`config.mk`:
```
export PLATFORM = sky130hd
export DESIGN_NAME = gray_decimator_2x2
export DESIGN_NICKNAME = d
export VERILOG_FILES = /design/src/rtl/gray_dec_pkg.sv /design/src/rtl/gray_dec_line_buf.sv /design/src/rtl/gray_decimator_2x2.sv
export SDC_FILE = /design/constraint.sdc
export NUM_CORES = 1
export LEC_CHECK = 0
export CORE_UTILIZATION = 30
export DETAILED_ROUTE_END_ITERATION = 16
export SLEW_MARGIN = 40
export SYNTH_ARGS = -nofsm -noshare
export SYNTH_HDL_FRONTEND = slang
export SYNTH_HIERARCHICAL = 1
export SYNTH_SLANG_ARGS = --single-unit
```
`constraint.sdc`:
```
create_clock -name clk -period 9.3 [get_ports clk]
set_input_delay 1.395 -clock clk [delete_from_list [all_inputs] [get_ports clk]]
set_output_delay 1.395 -clock clk [all_outputs]
set_load 0.01 [all_outputs]
```
`src/rtl/gray_dec_pkg.sv`:
```
// Shared types and helpers for the 2x2 grayscale decimator.
//
// Contents:
//   pixel_t    - 8-bit gray pixel
//   pair_sum_t - 9-bit sum of two horizontally adjacent pixels
//   quad_sum_t - 10-bit sum of a full 2x2 block (max 1020)
//   cnt_w()    - counter/address width for a range of n values, never zero
//   quad_avg() - 2x2 block sum to averaged pixel
//
// Build option: GRAY_DEC_ROUND_EN selects round-half-up averaging;
// without it the average truncates.
package gray_dec_pkg;

  typedef logic [7:0] pixel_t;
  typedef logic [8:0] pair_sum_t;
  typedef logic [9:0] quad_sum_t;

  // A dimension of 1 still needs a one-bit counter/address.
  function automatic int cnt_w(input int n);
    return (n > 1) ? $clog2(n) : 1;
  endfunction

  // (1020 + 2) >> 2 = 255, so neither mode can overflow 8 bits.
  function automatic pixel_t quad_avg(input quad_sum_t s);
    quad_sum_t r;
`ifdef GRAY_DEC_ROUND_EN
    r = s + 10'd2;
`else
    r = s;
`endif
    return pixel_t'(r >> 2);
  endfunction

endpackage

```
`src/rtl/gray_dec_line_buf.sv`:
```
// Line buffer of horizontal pair sums for the 2x2 decimator.
// Simple dual-port RAM: one write port, one read port with a registered
// read (data valid the cycle after rd_en). No reset on the storage or the
// read register, so it maps onto block RAM.
//
// Ports:
//   clk     - clock
//   wr_en   - write strobe
//   wr_addr - write address
//   wr_data - 9-bit pair sum to store
//   rd_en   - read strobe; rd_data holds its value while rd_en is low
//   rd_addr - read address
//   rd_data - registered read data
module gray_dec_line_buf
  import gray_dec_pkg::*;
#(
  parameter int depth  = 120,
  parameter int addr_w = 7
) (
  input  logic              clk,
  input  logic              wr_en,
  input  logic [addr_w-1:0] wr_addr,
  input  logic [8:0]        wr_data,
  input  logic              rd_en,
  input  logic [addr_w-1:0] rd_addr,
  output logic [8:0]        rd_data
);

  pair_sum_t mem [depth];

  always_ff @(posedge clk) begin
    if (wr_en) begin
      mem[wr_addr] <= wr_data;
    end
  end

  always_ff @(posedge clk) begin
    if (rd_en) begin
      rd_data <= mem[rd_addr];
    end
  end

endmodule

```
`src/rtl/gray_decimator_2x2.sv`:
```
// 2x2 box-average decimator for a raster 8-bit grayscale stream.
// Produces a (in_w/2) x (in_h/2) frame; each output pixel is the average
// of one 2x2 input block. Even rows store horizontal pair sums in a line
// buffer; odd rows read them back and complete the 2x2 sum.
//
// Build option: GRAY_DEC_ROUND_EN -> round-half-up average, else truncate.
//
// Ports:
//   clk        - clock, rising edge
//   reset      - asynchronous active-low reset
//   sync_clear - synchronous frame resync: clears counters and pending output
//   in_data    - full-resolution pixel, raster order
//   in_valid   - in_data valid
//   in_ready   - block accepts in_data this cycle
//   out_data   - decimated pixel (registered)
//   out_valid  - out_data valid (registered)
//   out_ready  - downstream accepts out_data
//   frame_done - one-cycle pulse after the last output pixel of a frame is accepted
//
// Handshake: a beat happens on a side when valid && ready are both high at
// a rising edge. The producer holds data stable while valid && !ready.
// in_ready = !out_valid || out_ready, so a result can only be loaded when
// the single-entry output register is empty or being drained that edge.
module gray_decimator_2x2
  import gray_dec_pkg::*;
#(
  parameter int in_w = 240,
  parameter int in_h = 480
) (
  input  logic       clk,
  input  logic       reset,
  input  logic       sync_clear,
  input  logic [7:0] in_data,
  input  logic       in_valid,
  output logic       in_ready,
  output logic [7:0] out_data,
  output logic       out_valid,
  input  logic       out_ready,
  output logic       frame_done
);

  localparam int out_w     = in_w / 2;
  localparam int out_h     = in_h / 2;
  localparam int lb_addr_w = cnt_w(out_w);
  localparam int x_w       = cnt_w(in_w);
  localparam int y_w       = cnt_w(in_h);
  localparam int ox_w      = cnt_w(out_w);
  localparam int oy_w      = cnt_w(out_h);

  localparam logic [x_w-1:0]  x_last  = x_w'(in_w - 1);
  localparam logic [y_w-1:0]  y_last  = y_w'(in_h - 1);
  localparam logic [ox_w-1:0] ox_last = ox_w'(out_w - 1);
  localparam logic [oy_w-1:0] oy_last = oy_w'(out_h - 1);

  logic [x_w-1:0]       x_cnt;
  logic [y_w-1:0]       y_cnt;
  logic [ox_w-1:0]      ox_cnt;
  logic [oy_w-1:0]      oy_cnt;
  pixel_t               h_reg;
  pair_sum_t            lb_q;
  pair_sum_t            pair_sum;
  quad_sum_t            quad_sum;
  logic [lb_addr_w-1:0] lb_addr;
  logic                 in_beat;
  logic                 out_beat;
  logic                 odd_row;
  logic                 odd_col;
  logic                 lb_wr_en;
  logic                 lb_rd_en;
  logic                 load;

  assign in_ready = !out_valid || out_ready;

  // sync_clear wins over both beats: the input pixel is dropped and the
  // pending output is discarded rather than counted.
  assign in_beat  = in_valid && in_ready && !sync_clear;
  assign out_beat = out_valid && out_ready && !sync_clear;

  assign odd_row  = y_cnt[0];
  assign odd_col  = x_cnt[0];
  assign lb_addr  = lb_addr_w'(x_cnt >> 1);

  assign pair_sum = pair_sum_t'(h_reg) + pair_sum_t'(in_data);
  assign quad_sum = quad_sum_t'(lb_q) + quad_sum_t'(h_reg) + quad_sum_t'(in_data);

  // Even row, odd column: store the finished pair. Odd row, even column:
  // fetch the pair from above; it is ready in lb_q by the odd-column beat
  // and is held there even if that beat is delayed.
  assign lb_wr_en = in_beat && !odd_row && odd_col;
  assign lb_rd_en = in_beat && odd_row && !odd_col;
  assign load     = in_beat && odd_row && odd_col;

  gray_dec_line_buf #(
    .depth  (out_w),
    .addr_w (lb_addr_w)
  ) u_line_buf (
    .clk     (clk),
    .wr_en   (lb_wr_en),
    .wr_addr (lb_addr),
    .wr_data (pair_sum),
    .rd_en   (lb_rd_en),
    .rd_addr (lb_addr),
    .rd_data (lb_q)
  );

  // Input raster position and left pixel of the current pair.
  always_ff @(posedge clk or negedge reset) begin
    if (!reset) begin
      x_cnt <= '0;
      y_cnt <= '0;
      h_reg <= '0;
    end else if (sync_clear) begin
      x_cnt <= '0;
      y_cnt <= '0;
      h_reg <= '0;
    end else if (in_beat) begin
      if (!odd_col) begin
        h_reg <= in_data;
      end
      if (x_cnt == x_last) begin
        x_cnt <= '0;
        y_cnt <= (y_cnt == y_last) ? '0 : y_cnt + 1'b1;
      end else begin
        x_cnt <= x_cnt + 1'b1;
      end
    end
  end

  // Output register, output raster position and end-of-frame pulse.
  always_ff @(posedge clk or negedge reset) begin
    if (!reset) begin
      out_data   <= '0;
      out_valid  <= 1'b0;
      ox_cnt     <= '0;
      oy_cnt     <= '0;
      frame_done <= 1'b0;
    end else begin
      frame_done <= 1'b0;
      if (sync_clear) begin
        out_data  <= '0;
        out_valid <= 1'b0;
        ox_cnt    <= '0;
        oy_cnt    <= '0;
      end else begin
        // A load can coincide with draining the previous result; the
        // register then stays full with the new value.
        if (load) begin
          out_data  <= quad_avg(quad_sum);
          out_valid <= 1'b1;
        end else if (out_beat) begin
          out_valid <= 1'b0;
        end
        if (out_beat) begin
          if (ox_cnt == ox_last) begin
            ox_cnt <= '0;
            if (oy_cnt == oy_last) begin
              oy_cnt     <= '0;
              frame_done <= 1'b1;
            end else begin
              oy_cnt <= oy_cnt + 1'b1;
            end
          end else begin
            ox_cnt <= ox_cnt + 1'b1;
          end
        end
      end
    end
  end

endmodule

```
* Word-level counts from Yosys, hierarchy flattened
Memory sizes are Yosys's and may differ from the RTL's. A register that Yosys moved wholly into a read port is not among the register bits.
Cells that the tools add are included.
** Storage, ports and cells
- RAM bits :: 1080
- Bits in registers :: 50
- Output and inout bits :: 11
- Memories kept :: 1
** Operators by class
- Add/subtract/negate cells :: 7
- Eq/ne operators :: 5
- Mux-type cells :: 28
- Reduce and logical (&&, ||, !) cells :: 23
** Memory list
- u_line_buf.mem :: depth 120, width 9, rd ports 1, clocked after Yosys merged registers in 1, write ports 1, RTL line gray_dec_line_buf.sv:29 : pair_sum_t mem [depth];
** Operator list (count)
- two-way mux 8 bit :: 12
- two-way mux 9 bit :: 4
- two-way mux 7 bit :: 3
- adder 8 x 1 -> 8 bit, second input constant :: 2
- == test 8 bit, second input constant :: 2
- adder 10 x 8 -> 10 bit :: 1
- adder 9 x 8 -> 10 bit :: 1
- nonzero test 2 bit :: 5
- adder 8 x 8 -> 9 bit :: 1
- adder 9 x 1 -> 9 bit, second input constant :: 1
- == test 9 bit, second input constant :: 1
- logical AND 1 bit :: 9
- two-way mux 1 bit :: 9
- adder 7 x 1 -> 7 bit, second input constant :: 1
- == test 7 bit, second input constant :: 1
- AND reduction 2 bit :: 3
- logical NOT 1 bit :: 4
- nonzero test 3 bit :: 1
- != test 2 bit, second input constant :: 1
- logical OR 1 bit :: 1

* Logic depth before layout (Yosys ltp)
- Depth in word-level cells :: 8
- Depth in mapped cells :: 11
- Mapped depth without buffers :: 9

* Cells and area by module
The synthesis kept the hierarchy.
** By module, submodules not included
- gray_dec_line_buf :: cells an instance 2190, times used 1, sequential area each 32701.4 µm², area each 42877.4 µm²
- gray_decimator_2x2 :: cells an instance 334, times used 1, sequential area each 1251.2 µm², area each 3156.8 µm²

* Worst setup path after synthesis
OpenSTA, ideal clock, no wires.
- Path kind :: input -> register
- Start point :: input port in_data[0]
- End point :: memory u_line_buf/mem[0][8] in the netlist's numbering, data pin
- Arrival :: 6.794 ns
- Path buffers :: 0
- Required time :: 8.206 ns
- Setup slack :: 1.412 ns
- Stages on the path :: 7
- Path through :: ha_1 fa_1 a21o_1 a21oi_1 o21ai_0 nor4_1 nor3_1
** Between the ends
- Longest elaborated chain between the ends :: 1
** Ends and longest elaborated chain
- from (decl) :: RTL line gray_decimator_2x2.sv:33 : input logic [7:0] in_data,
- adder 8 x 8 -> 9 bit :: RTL line gray_decimator_2x2.sv:83 : assign pair_sum = pair_sum_t'(h_reg) + pair_sum_t'(in_data);
- named net pair_sum[8] :: RTL line gray_decimator_2x2.sv:61 : pair_sum_t pair_sum;
- to (decl) :: RTL line gray_dec_line_buf.sv:29
The timed path passes the listed nets, and every way through them passes these cells.

* Final worst setup path
- Start point :: input port out_ready
- End point :: memory u_line_buf/mem[40][7] in the netlist's numbering, enable pin
** Between the ends
- Longest elaborated chain between the ends :: 7
** Ends and longest elaborated chain
- from (decl) :: RTL line gray_decimator_2x2.sv:38 : input logic out_ready,
- logical OR 1 bit :: RTL line gray_decimator_2x2.sv:72 : assign in_ready = !out_valid || out_ready;
- logical AND 1 bit (2 in series) :: RTL line gray_decimator_2x2.sv:76 : assign in_beat = in_valid && in_ready && !sync_clear;
- logical AND 1 bit (2 in series) :: RTL line gray_decimator_2x2.sv:89 : assign lb_wr_en = in_beat && !odd_row && odd_col;
- named net lb_wr_en :: RTL line gray_decimator_2x2.sv:68 : logic lb_wr_en;
- two-way mux 1 bit :: RTL line gray_dec_line_buf.sv:32 : if (wr_en) begin
- two-way mux 1 bit (implied by the code) :: RTL line gray_dec_line_buf.sv:33 : mem[wr_addr] <= wr_data;
The timed path passes the listed nets, and every way through them passes these cells.

==> run_results.csv <==
group,metric,value,unit
power_and_ir_drop,ir_worst_vdd,0.000155,V
finish,nFillCells,14200,
sta,hold_viol,0,
setup_path,worst_path_largest_cell_delay,0.63,ns
worst_hold_path,min-delay-path-class,"reg -> reg",
place,port_buffers,23,
grt,grt_max_degree,121,
setup_path,r2r-start,"x_cnt[2]",
finish,reg_top3,"u_line_buf/mem (1080), u_line_buf/rd_data (9), y_cnt (9)",
synth,ys_warn_count,6,
finish,final_area,52600,um2
route,vias_per_cell,5.12,
power_and_ir_drop,p_switching,0.00241,W
synth,synth_seq_area_share,73.8,%
floorplanning,die_area,155000,um2
sta,post-route-period-util,51.2,%
grt,grt.overflow.total,0,
clock_network,hold_buffers,0,
power_and_ir_drop,intPower,0.00864,W
setup_path,r2r_setup_slack,5.03,ns
route,ant_nets,0,
route,post-route-drc-count,0,
clock_network,cts_tree,"done",
setup_path,cp.required,9.64,ns
floorplanning,coreArea,152000,um2
clock_network,clk_pin_slew,0.06,ns
setup_path,critPathKind,"in -> reg",
setup_path,cp.arrival,5.10,ns
clock_network,post_cts_resized,0,
setup_path,endpoint,"u_line_buf/mem[40][7]",
clock_network,cts_buffers,116,
grt,grt_pass1_vias,23700,
setup_path,crit_cells,9,
floorplanning,die-width,394,um
run_status,status,"finished clean",
synth,synth_cell_types,72,
synth,syn_inst,2524,
synth,synth_area_leaders,"edfxtp_1 (71%), mux4_2 (7.6%), mux2i_1 (5.1%)",
clock_network,post_cts_buffers,0,
sta,tightest_slew,0.873,ns
setup_path,path_delay_family,"simple AND/OR/NAND/NOR gates",
setup_path,crit_chain,"clkdlybuf4s50_1 > nand2b_1 > nand2_1 > nor4b_4 > buf_4 > nor2b_1 > nand2_1 > buf_4 > nor2_1",
setup_path,start_kind,"input port",
setup_path,crit_path_end_kind,"flop",
synth,synth_flop_cell,"edfxtp_1",
synth,synth-seq-cells,1139,
route,wl,118,mm
flow_run,drv_cap,0,
sta,fmax,210,MHz
setup_path,path_max_fanout,10,
power_and_ir_drop,p_leak,15.8,nW
sta,rsz0062_at_grt,"no",
route,wl_per_cell,24.9,um
synth,synth_edf_count,1089,
setup_path,r2r_cells,5,
clock_network,clockBufferDepth,3,
floorplanning,die_y,394,um
synth,syn-cell-area,46000,um2
synth,synth.top_cells.by_count,"edfxtp_1 (1,089), mux2i_1 (235), nor2_1 (168), mux4_2 (156), nand2_1 (132)",
finish,drive_gt1_share,17.1,%
finish,largest_reg_flops,1080,
clock_network,clk_latency,0.73,ns
floorplanning,io_pins,24,
sta,setup_viol,0,
floorplanning,start_util,30.3,%
setup_path,crit_slowest_cell,"nor2_1",
grt,grt_pass1_wl,170,mm
clock_network,root_buffer,"clkbuf_16",
worst_hold_path,whs_path_depth,2,
grt,grt_antenna_before_repair,2,
synth,avgSynthCellArea,18.2,um2
place,place_area,48700,um2
place,hpwl,71.2,mm
place,gp_congestion,0.815,
sta,final-max-slew-violation-count,0,
route,num_vias,24100,
sta,max_slew_margin,41.8,%
floorplanning,row_count,143,
route,drt_iter0_drc,2919,
finish,nNetsFinal,2630,
power_and_ir_drop,seq_power_share,52.5,%
route,firstDrtPassIters,5,
clock_network,htree_levels,3,
power_and_ir_drop,combPwrFrac,5.2,%
synth,async_reset_ff_share,4.39,%
synth,synth.most_common_cell,"edfxtp_1",
finish,area_growth,14.2,%
setup_path,crit_start,"out_ready",
power_and_ir_drop,p_clk_share,42.3,%
finish,top_register,"u_line_buf/mem",
setup_path,worst-path-buf-inv,3,
sta,skew,0.0484,ns
power_and_ir_drop,p_sw_share,21.8,%
clock_network,cts_sinks,1139,
grt,grt_usage,14.9,%
synth,synth_top_area_share,71.0,%
synth,synth_top_area_cell,"edfxtp_1",
sta,fin_tns_setup,0,ns
power_and_ir_drop,p_per_area,210,nW/um2
synth,syn_nets,2565,
finish,antenna_cells,0,
sta,period_minus_slack,4.76,ns
setup_path,r2r_end,"u_line_buf/mem[51][5]",
worst min path at each step:
stage | startpoint | to | slack [ns]
final | out_data[5] | out_data[5] | 0.51
after global routing | out_data[7] | out_data[7] | 0.54
after CTS | out_data[5] | out_data[5] | 0.51
after detailed placement | out_data[5] | out_data[5] | 0.50
after global placement | out_data[5] | out_data[5] | 0.49
after floorplan | y_cnt[5] | y_cnt[5] | 0.47
cells by family after synthesis:
logic type | count (synthesis) | share of synthesized area (%)
buffers and inverters | 143 | 2.07
flip-flops | 1139 | 73.8
adder cells (fa/ha/maj) | 28 | 0.908
AO/OA/AOI/OAI | 274 | 4.11
multiplexers | 410 | 13.4
AND/OR/NAND/NOR | 502 | 5.19
XOR/XNOR | 28 | 0.533
routing by layer:
layer  vias up  track usage, %  routed length (um)
met5         -               0                   0
met4         0            4.13                2770
met3       157            2.59                9790
met2      1183            23.2               54500
met1     12500            21.3               50500
li1      10300               -                   -
worst min-delay path: stages, from the launching register on:
cell and delay (ns):
dfrtp_1 0.34, nand3_1 0.07, o21ai_0 0.06
layout by cell type, fill, tap and decap left out, drive strengths merged, types with 5 or more instances in the layout:
cell type and count:
a211oi 12, a21oi 65, a221oi 9, a22o 12
a22oi 71, a31oi 16, and2 5, and3 5
buf 56, bufinv 14, clkbuf 143, clkdlybuf4s50 22
clkinv 46, clkinvlp 7, dfrtp 50, edfxtp 1089
fa 9, ha 19, inv 16, mux2 12
mux2i 235, mux4 163, nand2 132, nand2b 29
nand3 63, nand4 21, nor2 169, nor2b 27
nor3 18, nor4b 6, o2111ai 9, o211ai 7
o21ai 27, o221ai 7, o22ai 14, o31ai 7
or2 5, or3 6, xnor2 14, xor2 14
stage by stage:
step | cells | power (W) | worst slack, ns | hold WS (ns) | utilization (%)
5_1_grt | 4715 | 0.0114 | 4.31 | 0.541 | 34.6
3_3_place_gp | 4495 | 0.00648 | 3.15 | 0.491 | 31.9
2_1_floorplan | 2524 | 0.00623 | 1.41 | 0.472 | -
4_1_cts | 4715 | 0.0111 | 4.55 | 0.513 | 34.5
3_5_place_dp | 4501 | 0.00650 | 3.79 | 0.499 | 32.0
6_report | 4715 | 0.0111 | 4.54 | 0.506 | 34.6
power by group through the flow:
stage / Combinational, W / Sequential, W / Clock [W]
floorplan: 0.000278 / 0.00595 / 0
global placement: 0.000567 / 0.00592 / 0
detailed placement: 0.000587 / 0.00591 / 0
CTS: 0.000584 / 0.00581 / 0.00475
global route: 0.000610 / 0.00580 / 0.00494
finish: 0.000573 / 0.00580 / 0.00468
cell type report:
type / instances / area (um2) / share of cell area, %
Clock inverter: 71 / 781 / 1.48
Inverter: 12 / 45.0 / 0.0856
Sequential cell: 1139 / 34000 / 64.6
Clock buffer: 143 / 3050 / 5.79
Multi-Input combinational cell: 1242 / 11400 / 21.7
Timing Repair Buffer: 78 / 813 / 1.55
Tap cell: 2030 / 2540 / 4.83
Power figures use the tool's default switching activity.
